===== config.mk =====
export PLATFORM = sky130hd
export DESIGN_NAME = busca_decodifica
export DESIGN_NICKNAME = d
export VERILOG_FILES = /design/src/rtl/busca_decodifica.sv
export SDC_FILE = /design/constraint.sdc
export NUM_CORES = 1
export LEC_CHECK = 0
export ABC_AREA = 1
export BUFFER_PORTS_ARGS = -buffer_cell sky130_fd_sc_hd__buf_2
export CAP_MARGIN = 10
export CORE_AREA = 3 3 128 130
export DETAILED_ROUTE_END_ITERATION = 12
export DIE_AREA = 0 0 131 133
export PLACE_DENSITY = 0.67
export REMOVE_ABC_BUFFERS = 1
export SLEW_MARGIN = 5
export SYNTH_ARGS = -nofsm -noshare
export SYNTH_HDL_FRONTEND = slang
export SYNTH_SLANG_ARGS = --single-unit

===== constraint.sdc =====
create_clock -name clk -period 7.4 [get_ports clk]
set_input_delay 1.48 -clock clk [delete_from_list [all_inputs] [get_ports clk]]
set_output_delay 1.48 -clock clk [all_outputs]
set_load 0.02 [all_outputs]

===== src/rtl/busca_decodifica.sv =====
// Instruction fetch/decode stage: fetches one 32-bit word over a req/ack
// handshake into the IR and decodes fields and sign-extended immediates.
module busca_decodifica #(
  parameter int XLEN    = 64,
  parameter int TIMEOUT = 16
) (
  input  logic            clk,
  input  logic            reset,
  input  logic            busca,
  input  logic [XLEN-1:0] pc,
  output logic            mem_req,
  output logic [XLEN-1:0] mem_addr,
  input  logic            mem_ack,
  input  logic [31:0]     mem_data,
  output logic            pronto,
  output logic            instr_valid,
  output logic [6:0]      opcode,
  output logic [2:0]      funct3,
  output logic [6:0]      funct7,
  output logic [4:0]      rs1,
  output logic [4:0]      rs2,
  output logic [4:0]      rd,
  output logic [XLEN-1:0] imm,
  output logic [XLEN-1:0] imm_pc,
  output logic            ilegal,
  output logic            erro_alinhamento,
  output logic            erro_timeout
);

  localparam int CW = (TIMEOUT > 1) ? $clog2(TIMEOUT) : 1;
  localparam logic [CW-1:0] CNT_LAST = CW'(TIMEOUT - 1);

  localparam logic [6:0] OP_R     = 7'b0110011;
  localparam logic [6:0] OP_LOAD  = 7'b0000011;
  localparam logic [6:0] OP_STORE = 7'b0100011;
  localparam logic [6:0] OP_IMM   = 7'b0010011;
  localparam logic [6:0] OP_BR    = 7'b1100011;
  localparam logic [6:0] OP_LUI   = 7'b0110111;
  localparam logic [6:0] OP_AUIPC = 7'b0010111;
  localparam logic [6:0] OP_JAL   = 7'b1101111;
  localparam logic [6:0] OP_JALR  = 7'b1100111;

  typedef enum logic {OCIOSO, ESPERA} state_t;

  state_t            state_reg, state_next;
  logic [31:0]       ir_reg, ir_next;
  logic [CW-1:0]     cnt_reg, cnt_next;
  logic [XLEN-1:0]   addr_reg, addr_next;
  logic              req_reg, req_next;
  logic              pronto_reg, pronto_next;
  logic              valid_reg, valid_next;
  logic              align_reg, align_next;
  logic              tout_reg, tout_next;

  always_ff @(posedge clk or negedge reset) begin
    if (!reset) begin
      state_reg  <= OCIOSO;
      ir_reg     <= '0;
      cnt_reg    <= '0;
      addr_reg   <= '0;
      req_reg    <= 1'b0;
      pronto_reg <= 1'b0;
      valid_reg  <= 1'b0;
      align_reg  <= 1'b0;
      tout_reg   <= 1'b0;
    end else begin
      state_reg  <= state_next;
      ir_reg     <= ir_next;
      cnt_reg    <= cnt_next;
      addr_reg   <= addr_next;
      req_reg    <= req_next;
      pronto_reg <= pronto_next;
      valid_reg  <= valid_next;
      align_reg  <= align_next;
      tout_reg   <= tout_next;
    end
  end

  always_comb begin
    state_next  = state_reg;
    ir_next     = ir_reg;
    cnt_next    = cnt_reg;
    addr_next   = addr_reg;
    req_next    = req_reg;
    pronto_next = 1'b0;
    valid_next  = valid_reg;
    align_next  = align_reg;
    tout_next   = tout_reg;
    case (state_reg)
      OCIOSO: begin
        if (busca) begin
          if (pc[1:0] == 2'b00) begin
            addr_next  = pc;
            req_next   = 1'b1;
            valid_next = 1'b0;
            cnt_next   = '0;
            state_next = ESPERA;
          end else begin
            align_next = 1'b1;
          end
        end
      end
      ESPERA: begin
        // An ack on the last allowed cycle still counts as a normal latch.
        if (mem_ack) begin
          ir_next     = mem_data;
          valid_next  = 1'b1;
          pronto_next = 1'b1;
          req_next    = 1'b0;
          state_next  = OCIOSO;
        end else if (cnt_reg == CNT_LAST) begin
          req_next   = 1'b0;
          tout_next  = 1'b1;
          state_next = OCIOSO;
        end else begin
          cnt_next = cnt_reg + 1'b1;
        end
      end
      default: state_next = OCIOSO;
    endcase
  end

  assign mem_req          = req_reg;
  assign mem_addr         = addr_reg;
  assign pronto           = pronto_reg;
  assign instr_valid      = valid_reg;
  assign erro_alinhamento = align_reg;
  assign erro_timeout     = tout_reg;

  assign opcode = ir_reg[6:0];
  assign funct3 = ir_reg[14:12];
  assign funct7 = ir_reg[31:25];
  assign rs1    = ir_reg[19:15];
  assign rs2    = ir_reg[24:20];
  assign rd     = ir_reg[11:7];

  logic op_known;

  always_comb begin
    imm      = '0;
    imm_pc   = '0;
    op_known = 1'b1;
    case (ir_reg[6:0])
      OP_LOAD, OP_IMM, OP_JALR:
        imm = {{(XLEN-12){ir_reg[31]}}, ir_reg[31:20]};
      OP_STORE:
        imm = {{(XLEN-12){ir_reg[31]}}, ir_reg[31:25], ir_reg[11:7]};
      OP_BR: begin
        imm    = {{(XLEN-13){ir_reg[31]}}, ir_reg[31], ir_reg[7],
                  ir_reg[30:25], ir_reg[11:8], 1'b0};
        imm_pc = imm;
      end
      OP_LUI, OP_AUIPC:
        imm = {{(XLEN-32){ir_reg[31]}}, ir_reg[31:12], 12'b0};
      OP_JAL: begin
        imm    = {{(XLEN-21){ir_reg[31]}}, ir_reg[31], ir_reg[19:12],
                  ir_reg[20], ir_reg[30:21], 1'b0};
        imm_pc = imm;
      end
      OP_R:    op_known = 1'b1;
      default: op_known = 1'b0;
    endcase
  end

  assign ilegal = valid_reg & ~op_known;

endmodule


Word level (Yosys, flattened, before mapping)
Index checks and enable logic that the tools add are counted.
- flip-flop bits (word level): 106
- input port bits: 100
- word-level logic and storage cells: 66
- add/sub/neg operators: 1
- equal/unequal tests: 16
- multiplexer cells: 24
- bitwise gates (word level): 5
- reduce and logical (&&, ||, !) cells: 11
- operators by type and width (cell ; number):
    $pmux 64 s5 ; 1
    $pmux 64 s2 ; 1
    $eq 7x6->1 const B ; 3
    $eq 7x7->1 const B ; 3
    $mux 4 ; 4
    $reduce_and 3->1 ; 5
    $eq 7x5->1 const B ; 2
    $mux 1 ; 14
    $ne 2x2->1 const B ; 5
    $reduce_or 9->1 ; 1
    $pmux 4 s2 ; 1
    $eq 7x2->1 const B ; 1
    $pmux 1 s2 ; 3
    $add 4x1->4 const B ; 1
    $eq 4x4->1 const B ; 1
    $not 1->1 ; 4
    $reduce_and 4->1 ; 1
    $ne 3x2->1 const B ; 1
    $reduce_or 3->1 ; 1
    $logic_not 2->1 ; 1
    $reduce_and 2->1 ; 1
    $reduce_or 2->1 ; 1
    $and 1x1->1 ; 1

Depth between registers and ports, before layout
Gate-level depths: netlist of the first run.
- depth after elaboration: 5
- depth in mapped cells: 9
- gate-level depth less buffers: 7

Worst setup path before layout of the first run
No wires, ideal clock.
- kind: register -> output
- start: register ir_reg[0]
- end: output imm[32]
- data arrival time: 2.391 ns
- data required time: 5.920 ns
- setup slack: 3.529 ns
- stages on the path, launching flop included: 9
- path buffers: 2
- path through: dfrtp_1 > nand2_1 > nor2_2 > nand3_2 > nand2_2 > buf_6 > nor2_1 > nand2_1 > buf_4
- word-level cells in the longest chain between the ends: 3
- elaborated cells on any way between the ends: 11
- those cells by class: eq/ne: 8; mux: 1; reduce/logical: 2
- RTL lines (item ; RTL line ; RTL):
    start: declaration ; 46 ; logic [31:0] ir_reg, ir_next;
    start signal: assignment ; 68 ; ir_reg <= ir_next;
    $eq 7x2->1, or another cell as far along ; 143 ; case (ir_reg[6:0])
    $reduce_or 3->1 or $reduce_or 2->1 (tied branches) ; n/a ;
    $pmux 64 s5 * ; 143 ;
    end: declaration ; 23 ; output logic [XLEN-1:0] imm,
Mark *: on every way between the ends. The rest lies on a longest branch, timed or not.

Worst setup path in the final report of the first run
- start: register ir_reg[3]
- end: output imm[44]
The elaborated chain is that of the path after synthesis.

==> impl_metrics.py, run 1 <==
metrics = {
    "cells_and_area": {
        "drive_gt1_share_pct": 38.2,
        "nNetsFinal": 1036,
        "most-common-layout-cells": "327 x buf_2, 292 x nand2_1, 106 x dfrtp_1, 64 x nor2_1, 39 x inv_1",
        "syn2layout_area_growth_pct": 27.9,
        "finalInstanceArea_um2": 6850,
        "diodes": 0,
        "largest_reg_flops": 64,
        "layout_commonest_cell": "buf_2",
        "n_fill_cell": 1597,
    },
    "power_and_ir_drop": {
        "clkPwrFrac_pct": 25.6,
        "power_per_cell_area_nw_per_um2": 267,
        "switching_power_w": 0.000714,
        "intPower_w": 0.00111,
        "max-vdd-ir-drop_mv": 0.122,
        "switching_share_pct": 39.1,
        "leakage_nw": 4.36,
        "power_frac_seq_pct": 43.2,
        "p_total_w": 0.00183,
        "comb_power_share_pct": 31.3,
    },
    "floorplanning": {
        "die_w_um": 131,
        "boundaryPins": 330,
        "start_util_pct": 35.1,
        "fp.dieArea_um2": 17400,
        "die_h_um": 133,
        "coreArea_um2": 15300,
        "num_rows": 45,
    },
    "drt": {
        "antenna_left": 0,
        "first_pass_iters": 7,
        "drt_wl_total_um": 16000,
        "wl_per_cell_um": 13.9,
        "vias": 5065,
        "drc": 0,
        "drtIter0Drc": 238,
        "viasPerCell": 4.40,
    },
    "clocking": {
        "tritoncts": "done",
        "cts_root_buffer": "clkbuf_16",
        "clk-insertion-delay-late_ps": 350,
        "clkTransAtPathRegs_ps": 70,
        "h-tree-depth": 3,
        "cts_setup_buffers": 0,
        "cts_resized": 0,
        "cts-hold-fix-buffers": 0,
        "cts_inserted_buffers": 9,
        "clockBufferDepth": 2,
        "clock_sinks": 106,
    },
    "timing": {
        "finalCriticalPeriod_ps": 4750,
        "slew_headroom_pct": 48.8,
        "tightestPinTransition_ps": 765,
        "setup_violations": 0,
        "hold_violations": 0,
        "period_share_pct": 64.2,
        "rsz0062_at_grt": "false",
        "clock_skew_ps": 8.36,
        "maxSlewViolCount": 0,
        "fmaxAchievable_ghz": 0.210,
    },
    "run": {
        "cap_violations": 0,
    },
    "setup_path": {
        "crit_arrival_ps": 3270,
        "max_stage_delay_ps": 660,
        "worstSetupStartpointType": "flop",
        "cp_top_family": "simple AND/OR/NAND/NOR gates",
        "crit_top_cell": "nand2_1",
        "crit_path_cell_trace": "inv_1 > nand2_1 > nor2_2 > nand3_2 > nand2_2 > nor2_1 > nand2_1 > buf_2",
        "critPathMaxFanout": 56,
        "required_ps": 5920,
        "worstSetupPathType": "flop to primary output",
        "worst-path-buf-inv": 2,
        "cpMaxStageDelayCell": "nand2_2",
        "end_kind": "primary output",
    },
    "min_path": {
        "hold_path.class": "flop to flop",
    },
    "synthesis": {
        "synth_seq_cells": 106,
        "seq_area_frac_synth_pct": 49.5,
        "yosys_most_used_dff": "dfrtp_1",
        "yosys_warnings": 0,
        "synth_cells": 696,
        "syn_area_um2": 5360,
        "ys_types": 26,
        "synth-edff-count": 0,
        "synth-async-reset-ratio_pct": 100,
        "synth_area_per_cell_um2": 7.70,
    },
    "placement": {
        "globalplace.congestion": 0.860,
        "placed_cell_area_um2": 6570,
        "dpl.hpwl_um": 12200,
        "port_buffers": 328,
    },
    "global_route": {
        "antenna_found_initial": 1,
        "grt_max_degree": 67,
        "grt_pass1_wl_um": 23900,
        "grt_usage_pct": 17.6,
        "grt_pass1_vias": 4629,
        "overflow": 0,
    },
    "run_status": {
        "status": "finished, final reports clean",
    },
}
[metrics by stage]
| stage | hold slack (ps) | cells | setup WS (ps) | util [%] | TNS [ps] |
|---|---|---|---|---|---|
| final | 470 | 1151 | 2650 | 44.9 | 0 |
| after detailed placement | 458 | 1135 | 2990 | 43.0 | 0 |
| after global routing | 487 | 1151 | 2150 | 44.9 | 0 |
| after global placement | 458 | 1135 | 3160 | 43.0 | 0 |
| after CTS | 475 | 1151 | 2590 | 44.9 | 0 |
| after floorplan | 486 | 591 | -2790 | - | -92190 |
[synthesized netlist by cell type, types with 2 or more instances]
library cell	n	area, um^2
a21oi_1	9	45.0
buf_2	14	70.1
buf_4	81	608
buf_6	3	33.8
clkbuf_1	6	22.5
dfrtp_1	106	2650
inv_1	41	154
nand2_1	293	1100
nand2_2	2	12.5
nand3_1	34	170
nor2_1	64	240
nor2_2	3	18.8
o21ai_0	27	135
[power by group through the flow]
stage	clock network (W)	registers [W]	logic (W)
6_report	0.000468	0.000789	0.000571
4_1_cts	0.000488	0.000789	0.000581
3_3_place_gp	0	0.000797	0.000573
2_1_floorplan	0	0.000932	0.000190
3_5_place_dp	0	0.000794	0.000583
5_1_grt	0.000507	0.000805	0.000626
[cells by family (layout without fill, tap and decap cells)]
group / count (synthesis) / in the layout / synth area share [%]
AO/OA/AOI/OAI: 40 / 40 / 3.85
adder cells (fa/ha/maj): 1 / 1 / 0.234
buffers and inverters: 147 / 391 / 16.7
flip-flops: 106 / 106 / 49.5
other: 1 / 1 / 0.0700
AND/OR/NAND/NOR: 401 / 401 / 29.6
[path summary, 6_finish.rpt]
path                             startpoint          endpoint  slack [ps]  cells after the start
setup reg to reg                  state_reg      mem_addr[53]        5390                      7
hold / removal             erro_alinhamento  erro_alinhamento         470                      1
setup / recovery                  ir_reg[3]           imm[44]        2650                      8
hold reg to reg            erro_alinhamento  erro_alinhamento         470                      1
min in group asynchronous             reset      mem_addr[51]        1150                      1
max in group asynchronous             reset        ir_reg[22]        5090                      2
[area by class of cell]
class | count | area (um^2) | area share, %
Multi-Input combinational cell | 443 | 1810 | 26.4
Clock buffer | 10 | 229 | 3.34
Clock inverter | 6 | 57.6 | 0.840
Sequential cell | 106 | 2650 | 38.7
Tap cell | 211 | 264 | 3.85
Timing Repair Buffer | 333 | 1680 | 24.5
Inverter | 42 | 158 | 2.30
[layer usage]
layer / wire length, um / GRT usage (%)
met1: 6150 / 20.2
met2: 7830 / 29.9
met3: 1680 / 6.26
met4: 355 / 6.29
met5: 9 / 0
[worst register-to-register path, stage by stage, from the launching register on]
cell and delay [ps]:
dfrtp_1 430, nor2_1 150, nand2_2 50, buf_4 320, inv_2 160, buf_4 530, nand2_1 220, nand2_1 100
No activity file was read; power rests on OpenSTA's default activity.
==> inputs of run 2 (changes only) <==
--- a/config.mk
+++ b/config.mk
@@ -8,10 +8,10 @@
 export ABC_AREA = 1
 export BUFFER_PORTS_ARGS = -buffer_cell sky130_fd_sc_hd__buf_2
 export CAP_MARGIN = 10
-export CORE_AREA = 3 3 128 130
+export CORE_AREA = 3 3 129 131
 export DETAILED_ROUTE_END_ITERATION = 12
-export DIE_AREA = 0 0 131 133
-export PLACE_DENSITY = 0.67
+export DIE_AREA = 0 0 132 134
+export PLACE_DENSITY = 0.66
 export REMOVE_ABC_BUFFERS = 1
 export SLEW_MARGIN = 5
 export SYNTH_ARGS = -nofsm -noshare
==> constraint.sdc (replaced) <==
create_clock -name clk -period 4.7 [get_ports clk]
set_input_delay 0.94 -clock clk [delete_from_list [all_inputs] [get_ports clk]]
set_output_delay 0.94 -clock clk [all_outputs]
set_load 0.02 [all_outputs]
==> run 2 against run 1 <==
  * Sequential power rose by 58%
  * Clock skew shrank 0.84 ps
  * Worst hold slack better by 1.1 ps
==> impl_metrics.py, run 2 (synthesis results as in run 1) <==
metrics = {
    "run_status": {
        "status": "finished, final reports clean",
    },
    "global_route": {
        "use_met1_pct": 21.2,
        "grt_max_degree": 79,
        "grt_use_met2_pct": 30.9,
        "grt_pass1_vias": 4830,
        "top_usage_layer": "met2",
        "grt_usage_pct": 17.8,
        "antenna_found_initial": 0,
        "grt_pass1_wl_um": 25300,
        "overflow": 0,
        "use_met3_pct": 5.70,
    },
    "clocking": {
        "cts_setup_buffers": 0,
        "cts_root_buffer": "clkbuf_16",
        "tritoncts": "done",
        "clockBufferDepth": 2,
        "cts_inserted_buffers": 9,
        "clkTransAtPathRegs_ps": 70,
        "cts-hold-fix-buffers": 0,
        "cts_resized": 0,
        "h-tree-depth": 3,
        "clk-insertion-delay-late_ps": 350,
        "clock_sinks": 106,
    },
    "cells_and_area": {
        "syn2layout_area_growth_pct": 28.5,
        "diodes": 0,
        "most-common-layout-cells": "327 x buf_2, 292 x nand2_1, 106 x dfrtp_1, 64 x nor2_1, 39 x inv_1",
        "largest_reg_flops": 64,
        "nNetsFinal": 1040,
        "drive_gt1_share_pct": 38.5,
        "finalInstanceArea_um2": 6880,
        "layout_commonest_cell": "buf_2",
    },
    "setup_path": {
        "worst-r2r-setup-slack_ps": 2910,
        "worstSetupPathType": "flop to primary output",
        "worstRegToRegCells": 5,
        "critPathMaxFanout": 56,
        "crit_arrival_ps": 2800,
        "end_kind": "primary output",
        "r2r_end": "mem_addr[46]",
        "reg2reg_from": "state_reg",
        "required_ps": 3760,
        "worstSetupStartpointType": "flop",
    },
    "run": {
        "cap_violations": 0,
    },
    "floorplanning": {
        "boundaryPins": 330,
        "start_util_pct": 34.1,
        "fp.dieArea_um2": 17700,
        "coreArea_um2": 15700,
        "die_h_um": 134,
        "num_rows": 46,
        "die_w_um": 132,
    },
    "power_and_ir_drop": {
        "intPower_w": 0.00175,
        "comb_power_share_pct": 31.6,
        "leakage_nw": 4.37,
        "power_per_cell_area_nw_per_um2": 418,
        "max-vdd-ir-drop_mv": 0.204,
        "p_total_w": 0.00288,
        "power_frac_seq_pct": 43.5,
        "switching_power_w": 0.00112,
        "switching_share_pct": 39.1,
        "clkPwrFrac_pct": 25.0,
    },
    "min_path": {
        "hold_path_end": "erro_timeout",
        "min-delay-start": "erro_timeout",
        "hold_path.class": "flop to flop",
        "hold_path_depth": 2,
    },
    "placement": {
        "port_buffers": 328,
        "dpl.hpwl_um": 12600,
        "globalplace.congestion": 0.872,
        "placed_cell_area_um2": 6600,
    },
    "drt": {
        "wl_per_cell_um": 14.1,
        "drt_wl_total_um": 16300,
        "antenna_left": 0,
        "first_pass_iters": 4,
        "drc": 0,
        "vias": 5062,
        "drtIter0Drc": 206,
        "viasPerCell": 4.36,
    },
    "timing": {
        "rsz0062_at_grt": "false",
        "finalCriticalPeriod_ps": 3740,
        "slew_headroom_pct": 28.2,
        "maxSlewViolCount": 0,
        "hold_violations": 0,
        "clock_skew_ps": 7.52,
        "hold_slack_ps": 471,
        "tightestPinTransition_ps": 1080,
        "period_share_pct": 79.6,
        "setup_violations": 0,
        "fmaxAchievable_ghz": 0.267,
    },
}
-- run 2: how the worst max path moves through the flow --
| stage | startpoint | end | slack (ps) | cells past startpoint |
|---|---|---|---|---|
| floorplan | ir_reg[4] | imm[31] | -4950 | 7 |
| global placement | ir_reg[4] | imm[61] | 1410 | 9 |
| detailed placement | ir_reg[4] | imm[57] | 1280 | 9 |
| CTS | ir_reg[4] | imm[57] | 890 | 9 |
| global route | ir_reg[4] | imm[59] | 590 | 9 |
| finish | ir_reg[4] | imm[57] | 960 | 9 |
-- run 2: cell type report --
class,count,area (um^2)
multi-input combinational,443,1810
sequential,106,2650
tap,216,270
timing repair buffer,337,1710
fill,1612,8830
clock buffer,10,229
inverter,42,158
clock inverter,6,52.6
-- run 2: power by group through the flow --
stage	clock network [W]	registers (W)	logic, W
floorplan	0	0.00147	0.000299
global placement	0	0.00126	0.000908
detailed placement	0	0.00126	0.000924
CTS	0.000747	0.00125	0.000923
global route	0.000785	0.00128	0.000993
finish	0.000718	0.00125	0.000908
-- run 2: critical path, cell delays in order, from the launching register on --
cell and delay, ps:
dfrtp_1 400, inv_1 90, nand2_1 100, nor2_4 260
nand3_2 240, nand2_2 100, buf_4 360, nor2_1 80
nand2_1 530, buf_2 290
-- run 2: layer usage --
metal  wire length (um)  part of all wire [%]  up-vias
met5                  0                     0        -
met4                210                   1.3        0
met3               1540                   9.4       14
met2               8100                    50      250
met1               6460                    40     2271
li1                   -                     -     2527
-- run 2: through the flow --
stage / TNS, ps / cells / setup slack (ps) / util (%)
2_1_floorplan: -205920 / 591 / -4950 / -
3_3_place_gp: 0 / 1144 / 1410 / 42.0
3_5_place_dp: 0 / 1144 / 1280 / 42.0
4_1_cts: 0 / 1160 / 888 / 43.8
5_1_grt: 0 / 1160 / 586 / 43.8
6_report: 0 / 1160 / 957 / 43.8
